==> src/rtl/puf_eval_ctrl.sv <==
// Evaluation sequencer for the parallel ring-oscillator PUF: latches a challenge, runs the
// clear/settle/count/sample window and holds the response with done until ack. Optional macro: PUF_MAJORITY_EN.
module puf_eval_ctrl #(
    parameter int N_PAIRS       = 8,
    parameter int CH_W          = 8,
    parameter int EN_W          = 32,
    parameter int SETTLE_CYCLES = 16,
    parameter int WINDOW_CYCLES = 1024
) (
    input  logic               clk,
    input  logic               rst,
    input  logic               start,
    input  logic [CH_W-1:0]    challenge_in,
    input  logic               ack,
    input  logic [N_PAIRS-1:0] cmp_bits,
    output logic [CH_W-1:0]    challenge_out,
    output logic [EN_W-1:0]    ro_en,
    output logic               cnt_clr,
    output logic               cnt_en,
    output logic [N_PAIRS-1:0] response,
    output logic               done,
    output logic               busy
);
    localparam int MAX_CYC = (SETTLE_CYCLES > WINDOW_CYCLES) ? SETTLE_CYCLES : WINDOW_CYCLES;
    localparam int CNT_W   = $clog2(MAX_CYC + 1);
    localparam logic [CNT_W-1:0] SETTLE_LD = CNT_W'(SETTLE_CYCLES);
    localparam logic [CNT_W-1:0] WINDOW_LD = CNT_W'(WINDOW_CYCLES);

    typedef enum logic [2:0] {
        S_IDLE   = 3'd0,
        S_CLEAR  = 3'd1,
        S_SETTLE = 3'd2,
        S_COUNT  = 3'd3,
        S_SAMPLE = 3'd4,
        S_DONE   = 3'd5
    } state_t;

    state_t             state_r;
    state_t             state_nxt_s;
    logic               start_q_r;
    logic               start_edge_s;
    logic               accept_s;
    logic [CNT_W-1:0]   cyc_cnt_r;
    logic               cyc_last_s;
    logic               last_pass_s;
    logic               run_nxt_s;
    logic [N_PAIRS-1:0] resp_nxt_s;

    assign start_edge_s = start & ~start_q_r;
    assign accept_s     = (state_r == S_IDLE) & start_edge_s;
    assign cyc_last_s   = (cyc_cnt_r == CNT_W'(1));
    assign run_nxt_s    = (state_nxt_s == S_SETTLE) | (state_nxt_s == S_COUNT);

`ifdef PUF_MAJORITY_EN
    logic [1:0]              pass_r;
    logic [2:0][N_PAIRS-1:0] vote_r;

    function automatic logic [N_PAIRS-1:0] majority3(input logic [N_PAIRS-1:0] a,
                                                     input logic [N_PAIRS-1:0] b,
                                                     input logic [N_PAIRS-1:0] c);
        return (a & b) | (a & c) | (b & c);
    endfunction

    assign last_pass_s = (pass_r == 2'd2);
    assign resp_nxt_s  = majority3(vote_r[0], vote_r[1], cmp_bits);

    // Pass counter and vote buffer; a reset or a new run discards any partial vote.
    always_ff @(posedge clk) begin
        if (rst || accept_s) begin
            pass_r <= 2'd0;
            vote_r <= '{default: {N_PAIRS{1'b0}}};
        end else if (state_r == S_SAMPLE) begin
            case (pass_r)
                2'd0:    vote_r[0] <= cmp_bits;
                2'd1:    vote_r[1] <= cmp_bits;
                2'd2:    vote_r[2] <= cmp_bits;
                default: vote_r    <= vote_r;
            endcase
            pass_r <= last_pass_s ? pass_r : pass_r + 2'd1;
        end else begin
            pass_r <= pass_r;
            vote_r <= vote_r;
        end
    end
`else
    assign last_pass_s = 1'b1;
    assign resp_nxt_s  = cmp_bits;
`endif

    // State register and start-edge history.
    always_ff @(posedge clk) begin
        if (rst) begin
            state_r   <= S_IDLE;
            start_q_r <= 1'b0;
        end else begin
            state_r   <= state_nxt_s;
            start_q_r <= start;
        end
    end

    // Next-state decode.
    always_comb begin
        state_nxt_s = state_r;
        case (state_r)
            S_IDLE:   if (start_edge_s) state_nxt_s = S_CLEAR;  else state_nxt_s = S_IDLE;
            S_CLEAR:  state_nxt_s = S_SETTLE;
            S_SETTLE: if (cyc_last_s) state_nxt_s = S_COUNT;    else state_nxt_s = S_SETTLE;
            S_COUNT:  if (cyc_last_s) state_nxt_s = S_SAMPLE;   else state_nxt_s = S_COUNT;
            S_SAMPLE: if (last_pass_s) state_nxt_s = S_DONE;    else state_nxt_s = S_CLEAR;
            S_DONE:   if (ack) state_nxt_s = S_IDLE;            else state_nxt_s = S_DONE;
            default:  state_nxt_s = S_IDLE;
        endcase
    end

    // Shared settle/window down-counter; loaded on entry to SETTLE and COUNT, parks at zero.
    always_ff @(posedge clk) begin
        if (rst) begin
            cyc_cnt_r <= {CNT_W{1'b0}};
        end else if (state_r == S_CLEAR) begin
            cyc_cnt_r <= SETTLE_LD;
        end else if ((state_r == S_SETTLE) && cyc_last_s) begin
            cyc_cnt_r <= WINDOW_LD;
        end else if (cyc_cnt_r != {CNT_W{1'b0}}) begin
            cyc_cnt_r <= cyc_cnt_r - CNT_W'(1);
        end else begin
            cyc_cnt_r <= cyc_cnt_r;
        end
    end

    // Control outputs registered from the next state so they line up with the state register.
    always_ff @(posedge clk) begin
        if (rst) begin
            ro_en   <= {EN_W{1'b0}};
            cnt_clr <= 1'b0;
            cnt_en  <= 1'b0;
            done    <= 1'b0;
            busy    <= 1'b0;
        end else begin
            ro_en   <= run_nxt_s ? {EN_W{1'b1}} : {EN_W{1'b0}};
            cnt_clr <= (state_nxt_s == S_CLEAR);
            cnt_en  <= (state_nxt_s == S_COUNT);
            done    <= (state_nxt_s == S_DONE);
            busy    <= (state_nxt_s != S_IDLE);
        end
    end

    // Challenge latch and response capture at the final SAMPLE exit.
    always_ff @(posedge clk) begin
        if (rst) begin
            challenge_out <= {CH_W{1'b0}};
            response      <= {N_PAIRS{1'b0}};
        end else begin
            if (accept_s) challenge_out <= challenge_in;
            else           challenge_out <= challenge_out;
            if ((state_r == S_SAMPLE) && last_pass_s) response <= resp_nxt_s;
            else                                      response <= response;
        end
    end
endmodule

==> config.mk <==
export PLATFORM = sky130hd
export DESIGN_NAME = puf_eval_ctrl
export DESIGN_NICKNAME = d
export VERILOG_FILES = /design/src/rtl/puf_eval_ctrl.sv
export SDC_FILE = /design/constraint.sdc
export NUM_CORES = 1
export LEC_CHECK = 0
export CORE_ASPECT_RATIO = 1.5
export CORE_MARGIN = 5
export CORE_UTILIZATION = 38
export DETAILED_ROUTE_END_ITERATION = 16
export PLACE_DENSITY = 0.71
export SYNTH_ARGS = -nofsm -noshare
export SYNTH_HDL_FRONTEND = slang
export SYNTH_SLANG_ARGS = --single-unit
==> constraint.sdc <==
create_clock -name clk -period 3.1 [get_ports clk]
set_input_delay 0.62 -clock clk [delete_from_list [all_inputs] [get_ports clk]]
set_output_delay 0.62 -clock clk [all_outputs]
set_load 0.05 [all_outputs]
==> metrics.md <==
| Metric | Value |
|---|---|
| I/O pin cnt | 72 |
| Primary FF master, synth | dfxtp_1 |
| DR vias | 1463 |
| Vias/cell | 4.99 |
| Clock Tree Root | clkbuf_8 |
| Final HPWL DP | 2980 µm |
| Most frequent cells in the layout | 71 x clkdlybuf4s50_1, 36 x dfxtp_1, 21 x nor2_1, 21 x nand2_1, 17 x a21oi_1 |
| Die area | 6110 µm² |
| CP Data Required Time | 2.48 ns |
| Number of CTS-inserted buffers | 5 |
| Seq cells post-synth | 36 |
| Max Clock Freq | 427 MHz |
| Sequential share of the synthesized area | 41.0% |
| Switching share of power | 41.8% |
| H-tree levels | 2 |
| MaxCap Viol Count | 0 |
| CTS clk-pin slew, worst paths | 0.07 ns |
| Fin. max-slew vios | 0 |
| RD Place Congestion | 0.766 |
| Initial DRC Count | 22 |
| Hold violation count in the final report | 0 |
| Routed len/inst | 13.0 µm |
| Nets | 267 |
| Post-route ant nets | 0 |
| Pwr Density | 746 nW/µm² |
| Initial antenna violation count | 0 |
| Hold EP | response[4]$_SDFFE_PP0P_ |
| Area leader, netlist | dfxtp_1 |
| Cell total after placement | 285 |
| Leading cell type in the layout, fill and taps excluded | clkdlybuf4s50_1 |
| Critical R2R Capture | cyc_cnt_r[5]$_SDFFE_PP0P_ |
| Tot Pwr | 1.78 mW |
| First-pass GRT wire length | 6180 µm |
| Syn Nets | 223 |
| Initial Util | 39.0% |
| Core Region | 4500 µm² |
| Layout Utilization | 53.1% |
| Maximum clock path buffer count | 2 |
| Logic pwr share | 47.3% |
| CTS Sinks | 36 |
| Die H | 93.3 µm |
| Rows | 30 |
| Worst Hold Class | reg -> reg |
| RSZ-0062 raised after global routing | no |
| Sequential Power Share | 33.7% |
| Setup slack after layout | 0.760 ns |
| Routed WL | 3810 µm |
| Hold Buf Count CTS | 0 |
| Crit path capture type | primary output |
| Hold path startpoint | response[4]$_SDFFE_PP0P_ |
| Syn. warnings | 0 |
| DRT Pass-1 Iters | 4 |
| R2R setup slack | 1.21 ns |
| Grt total ovfl | 0 |
| Cells after synthesis | 200 |
| Setup TNS | 0 ns |
| Slew margin rel. | 57.0% |
| Worst EP arrival | 1.72 ns |
| R2R depth | 6 |
| CP bufs+invs | 2 |
| Buffers on Ports | 71 |
| Top cell type's share of synthesized area | 41.0% |
| Clock Latency Late Sink | 0.28 ns |
| Peak supply drop | 354 µV |
| Outcome | complete, no violations |
| Final Cycle Share | 75.5% |
| Synthesized cell area | 1760 µm² |
| P_int | 1.04 mW |
| Post-route insts no fill | 293 |
| Lkg Pwr | 0.874 nW |
| Setup violators final | 0 |
| Post-CTS Setup Bufs | 0 |
| Clock power share | 19.0% |
| CP max stage cell | clkdlybuf4s50_1 |
| Vias in the first global route | 1351 |
| Worst setup path class | reg -> out |
| DRC | 0 |
| WHS Path Cells | 2 |
| Die X | 65.5 µm |
| Critical Path Fanout Max | 32 |
| Critical path's top delay family | buffers and inverters |
| Crit path cell chain | buf_4, clkdlybuf4s50_1 |
| Worst setup SP type | flop |
| Layout area overhead | 36.2% |
| Avg Cell Area, Syn | 8.79 µm² |
| Post-synth ARST share | 0% |
| CP peak stage delay | 0.86 ns |
| Actual slew at the worst max-slew pin | 0.640 ns |
| Dpl ws | 0.937 ns |
| Reg2reg start | cyc_cnt_r[0]$_SDFFE_PP0P_ |
| Post-CTS resize count | 0 |
| N_diodes | 0 |
| Psw | 747 µW |
| Post-synth EDFFs | 0 |
| Crit path time final | 2.34 ns |
| Cell variety after synth | 38 |
| Tot GR Track Use | 13.0% |
| Share of layout cells above drive strength 1 | 7.76% |
| Largest cells by area after synthesis | dfxtp_1 41%, buf_4 13%, mux2i_1 5.1%, a21oi_1 4.8%, nand2_1 4.5% |
| Skew final | 0.00223 ns |
| Largest net degree at the start of global routing | 33 |
| CTS tree | built |
## metrics by stage
| stage | cell area (µm²) | hold slack [ns] |
|---|---|---|
| floorplan | 1760 | 0.471 |
| global placement | 2300 | 0.442 |
| detailed placement | 2300 | 0.449 |
| CTS | 2390 | 0.460 |
| global route | 2390 | 0.478 |
| finish | 2390 | 0.457 |
## worst reg2reg max path: cells and delay by family, from the launching register on
kind / cells / cell delay (ns)
buffers and inverters: 1 / 0.11
and+or+nand+nor: 2 / 0.71
AOI/OAI and AO/OA: 1 / 0.22
adders and majority gates: 1 / 0.21
DFF: 1 / 0.34
xor gates and xnor gates: 1 / 0.19
## power by group through the flow
stage | logic (mW) | clock network [mW] | registers (mW)
after floorplan | 0.630 | 0 | 0.654
after global placement | 0.846 | 0 | 0.611
after detailed placement | 0.850 | 0 | 0.612
after CTS | 0.854 | 0.352 | 0.602
after global routing | 0.922 | 0.367 | 0.613
final | 0.844 | 0.340 | 0.601
## cells in the mapped netlist, types with 3 or more instances
cell and n:
nand2_1 21, a211oi_1 3, xor2_1 3, mux2i_1 9, a21oi_1 17, nor3_1 6
clkbuf_1 5, nand2b_1 3, nor2_1 21, ha_1 3, dfxtp_1 36, buf_4 31
inv_1 4, nand3b_1 3, nor2b_1 3
## state kept, by name (all words and copies together) (netlist names)
signal         count
response           8
start_q_r          1
busy               1
cnt_clr            1
cnt_en             1
ro_en              1
challenge_out      8
done               1
state_r            3
cyc_cnt_r         11
## how the worst max path moves through the flow
stage	startpoint	to	slack (ns)	cells after the start
CTS	ro_en[30]$_SDFF_PP0_	ro_en[18]	0.74	2
global route	ro_en[30]$_SDFF_PP0_	ro_en[15]	0.65	2
detailed placement	rst	cnt_en$_SDFF_PP0_	0.94	4
global placement	rst	cnt_en$_SDFF_PP0_	0.98	4
floorplan	ro_en[30]$_SDFF_PP0_	ro_en[10]	1.03	1
finish	ro_en[30]$_SDFF_PP0_	ro_en[18]	0.76	2
## final cells by class
class                      count  area [µm²]
fill                         432        2110
multi-input combinational    123         772
timing repair buffer          74         733
sequential                    36         721
clock buffer                   6        82.6
tap                           48        60.1
inverter                       4        15.0
clock inverter                 2        10.0
## per-layer routing
layer  global-route usage [%]  share of wire (%)  up-vias
li1                         -                  -      740
met1                     13.4                 38      665
met2                     23.1                 50       52
met3                     4.45                9.5        6
met4                     6.23                1.9        0
met5                        0                  0        -
## cell families (layout without fill, tap and decap cells)
| logic type | after synthesis | in the layout | synth area share (%) |
|---|---|---|---|
| buffers and inverters | 41 | 86 | 15.4 |
| AND/OR/NAND/NOR | 74 | 74 | 22.6 |
| AO/OA/AOI/OAI | 32 | 32 | 11.2 |
| adder cells (fa/ha/maj) | 3 | 3 | 2.14 |
| multiplexers | 9 | 9 | 5.12 |
| XOR/XNOR | 5 | 5 | 2.49 |
| flip-flops | 36 | 36 | 41.0 |
Note: power is estimated with default switching activity, not from simulation.
==> patch (same flow settings) <==
Change the parameter `SETTLE_CYCLES` from 16 to 8.
--- a/src/rtl/puf_eval_ctrl.sv
+++ b/src/rtl/puf_eval_ctrl.sv
@@ -5,5 +5,5 @@
     parameter int CH_W          = 8,
     parameter int EN_W          = 32,
-    parameter int SETTLE_CYCLES = 16,
+    parameter int SETTLE_CYCLES = 8,
     parameter int WINDOW_CYCLES = 1024
 ) (
Formal check against the unedited RTL: same outputs for any inputs over 10 cycles, from zero or initial values and one cycle with rst high; that may be too few to reach the edited logic, so the function may still have changed.
==> patch against the unedited design <==
- power down 4.3%
- sequential cell count unchanged
- count of clock-buffer cells in the layout unchanged
- combinational power down 5.1%
- core utilization down 0.97 points
- worst setup slack better by 0.010 ns
- area after synthesis unchanged
- design area down 1.8%
- routed wire length down 0.87%
- largest power group unchanged
==> patch: results (changes against the unedited design) <==
| Metric | Value |
|---|---|
| Clock H-tree levels | 2 (unchanged) |
| Number of setup buffers added after CTS | 0 (unchanged) |
| Arrival time of the worst setup path | 1.71 ns |
| Number of violations reported at the end of detailed-routing iteration 0 | 50 (+130%) |
| Dpl hpwl | 2870 µm (-3.9%) |
| Buffers added on ports | 71 (unchanged) |
| Wire length of the first global-routing pass | 6130 µm (-0.78%) |
| Hold Crit Class | register to register |
| Cts repair resizes | 0 (unchanged) |
| Share of Yosys cell area claimed by the top area cell type | 41.0% (unchanged) |
| Total placed cells including tap cells | 279 (-2.1%) |
| Global-route usage over all layers | 12.8% (-0.26 points) |
| Number of global-route vias before repair | 1327 (-1.8%) |
| Clock Pin Slew Worst Setup and Hold Paths | 0.07 ns (about the same) |
| Wire length per cell after detailed routing | 13.2 µm (+1.6%) |
| Sequential-to-total area share from yosys stat | 41.0% (unchanged) |
| Net count of the mapped netlist | 220 (-1.3%) |
| Syn Inst Count | 197 (-1.5%) |
| Skew-Pair Late Insertion Delay | 0.28 ns (about the same) |
| Most frequent cells after synthesis | sky130_fd_sc_hd__dfxtp_1, sky130_fd_sc_hd__buf_4, sky130_fd_sc_hd__nand2_1 |
| Deepest clock path buffer count | 2 (unchanged) |
| Number of clock buffers inserted by TritonCTS | 5 (unchanged) |
| Met3 Track Usage GR | 3.13% (-1.3 points) |
| Number of antenna violations at the first check in global routing | 0 (unchanged) |
| Dominant synthesized flop cell | sky130_fd_sc_hd__dfxtp_1 |
| Setup Skew | 0.00521 ns (+0.00298 ns) |
| Unique masters post-synth | 39 (+2.6%) |
| Cell leakage power | 0.000845 µW (-3.2%) |
| Max_slew headroom | 44.3% (-13 points) |
| VDD IR max | 0.415 mV (+17%) |
| Met2 usage in global routing | 23.5% (+0.42 points) |
| Maximum number of pins on one net before global-route repair | 33 (unchanged) |
| Async set-reset flop share out of synthesis | 0% (unchanged) |
| Number of antenna diodes | 0 (unchanged) |
| Vias per inst | 4.86 (-2.7%) |
| Number of synthesis warnings | 0 (unchanged) |
| Layout cell share with drive strength beyond 1 | 7.14% (-0.61 points) |
| Maximum fanout along the worst path | 32 (unchanged) |
| Placed Area | 0.00227 mm² (-1.3%) |
| Dominant cells by area after synthesis | sky130_fd_sc_hd__dfxtp_1, sky130_fd_sc_hd__buf_4, sky130_fd_sc_hd__a21oi_1, sky130_fd_sc_hd__mux2i_1, sky130_fd_sc_hd__nand2_1 |
| Root Driver | sky130_fd_sc_hd__clkbuf_8 |
| GRT met1 Usage | 13.0% (-0.35 points) |
| Gpl congestion | 0.741 (-3.3%) |
| Number of vias after detailed routing | 1390 (-5.0%) |
| NumNets Final | 261 (-2.2%) |
| Total of fill cells in the finished design | 435 (+0.69%) |
| Regs by FF count | cyc_cnt_r x11, challenge_out x8, response x8 |
| DRT antenna net count | 0 (unchanged) |
| Register ranked first by flip-flop count | cyc_cnt_r |
| Run status | finished, final reports clean |
| Total iterations of the first detailed-routing run | 4 (unchanged) |
-- patch: cell types whose count changed in the layout (fill, tap and decap cells not counted), sizes merged, moves of 2 or more --
cell,unedited run,this run
nand2b,3,1
and4,2,0
or3,1,3
o211ai,2,0
a31oi,2,0
xor2,3,1
nand4b,0,2
xnor2,2,5
nor2,21,17
-- patch: final timing paths --
check / cells after the start / slack, ns / end / from
setup / recovery: 2 / 0.77 / ro_en[3] / ro_en[30]$_SDFF_PP0_
hold / removal: 2 / 0.45 / response[4]$_SDFFE_PP0P_ / response[4]$_SDFFE_PP0P_
setup reg to reg: 4 / 1.17 / cyc_cnt_r[8]$_SDFFE_PP0P_ / cyc_cnt_r[2]$_SDFFE_PP0P_
hold reg to reg: 2 / 0.45 / response[4]$_SDFFE_PP0P_ / response[4]$_SDFFE_PP0P_
-- patch: critical path, cell delays in order (launching register included) --
cell and delay [ns]:
sky130_fd_sc_hd__dfxtp_1 0.30, sky130_fd_sc_hd__buf_4 0.25, sky130_fd_sc_hd__clkdlybuf4s50_1 0.87
-- patch: per-layer routing --
metal	vias to the layer above	wire length, µm	part of all wire, %
met5	-	0	0
met4	0	54	1.4
met3	6	221	5.9
met2	39	2010	53
met1	621	1490	40
li1	724	-	-
-- patch: cells by family (layout without fill, tap and decap cells) --
kind of cell	after synthesis	count (layout)	share of synthesized area [%]
AND/OR/NAND/NOR	70	70	22.1
AO/OA/AOI/OAI	31	31	11.0
adder cells (fa/ha/maj)	3	3	2.14
buffers and inverters	43	84	16.3
flip-flops	36	36	41.0
multiplexers	8	8	4.56
XOR/XNOR	6	6	2.99
-- patch: cell type report --
type	count	share of cell area (%)
flip-flops and latches	36	30.7
well taps	48	2.56
repair buffers	73	30.9
multi-input cells	118	31.9
clock buffers	6	3.09
inverters	4	0.639
clock inverters	1	0.213
-- patch: where the power goes --
part	internal, µW	leakage, µW	switching, µW
clock	153	0.0000410	151
combinational	331	0.000510	470
sequential	527	0.000294	77.0
-- patch: stage by stage --
stage / hold WS (ns) / worst slack [ns] / util, %
after floorplan: 0.503 / 1.03 / -
after global placement: 0.443 / 0.737 / 50.4
after global routing: 0.476 / 0.680 / 52.2
final: 0.452 / 0.770 / 52.2
after detailed placement: 0.446 / 0.684 / 50.4
after CTS: 0.455 / 0.740 / 52.2
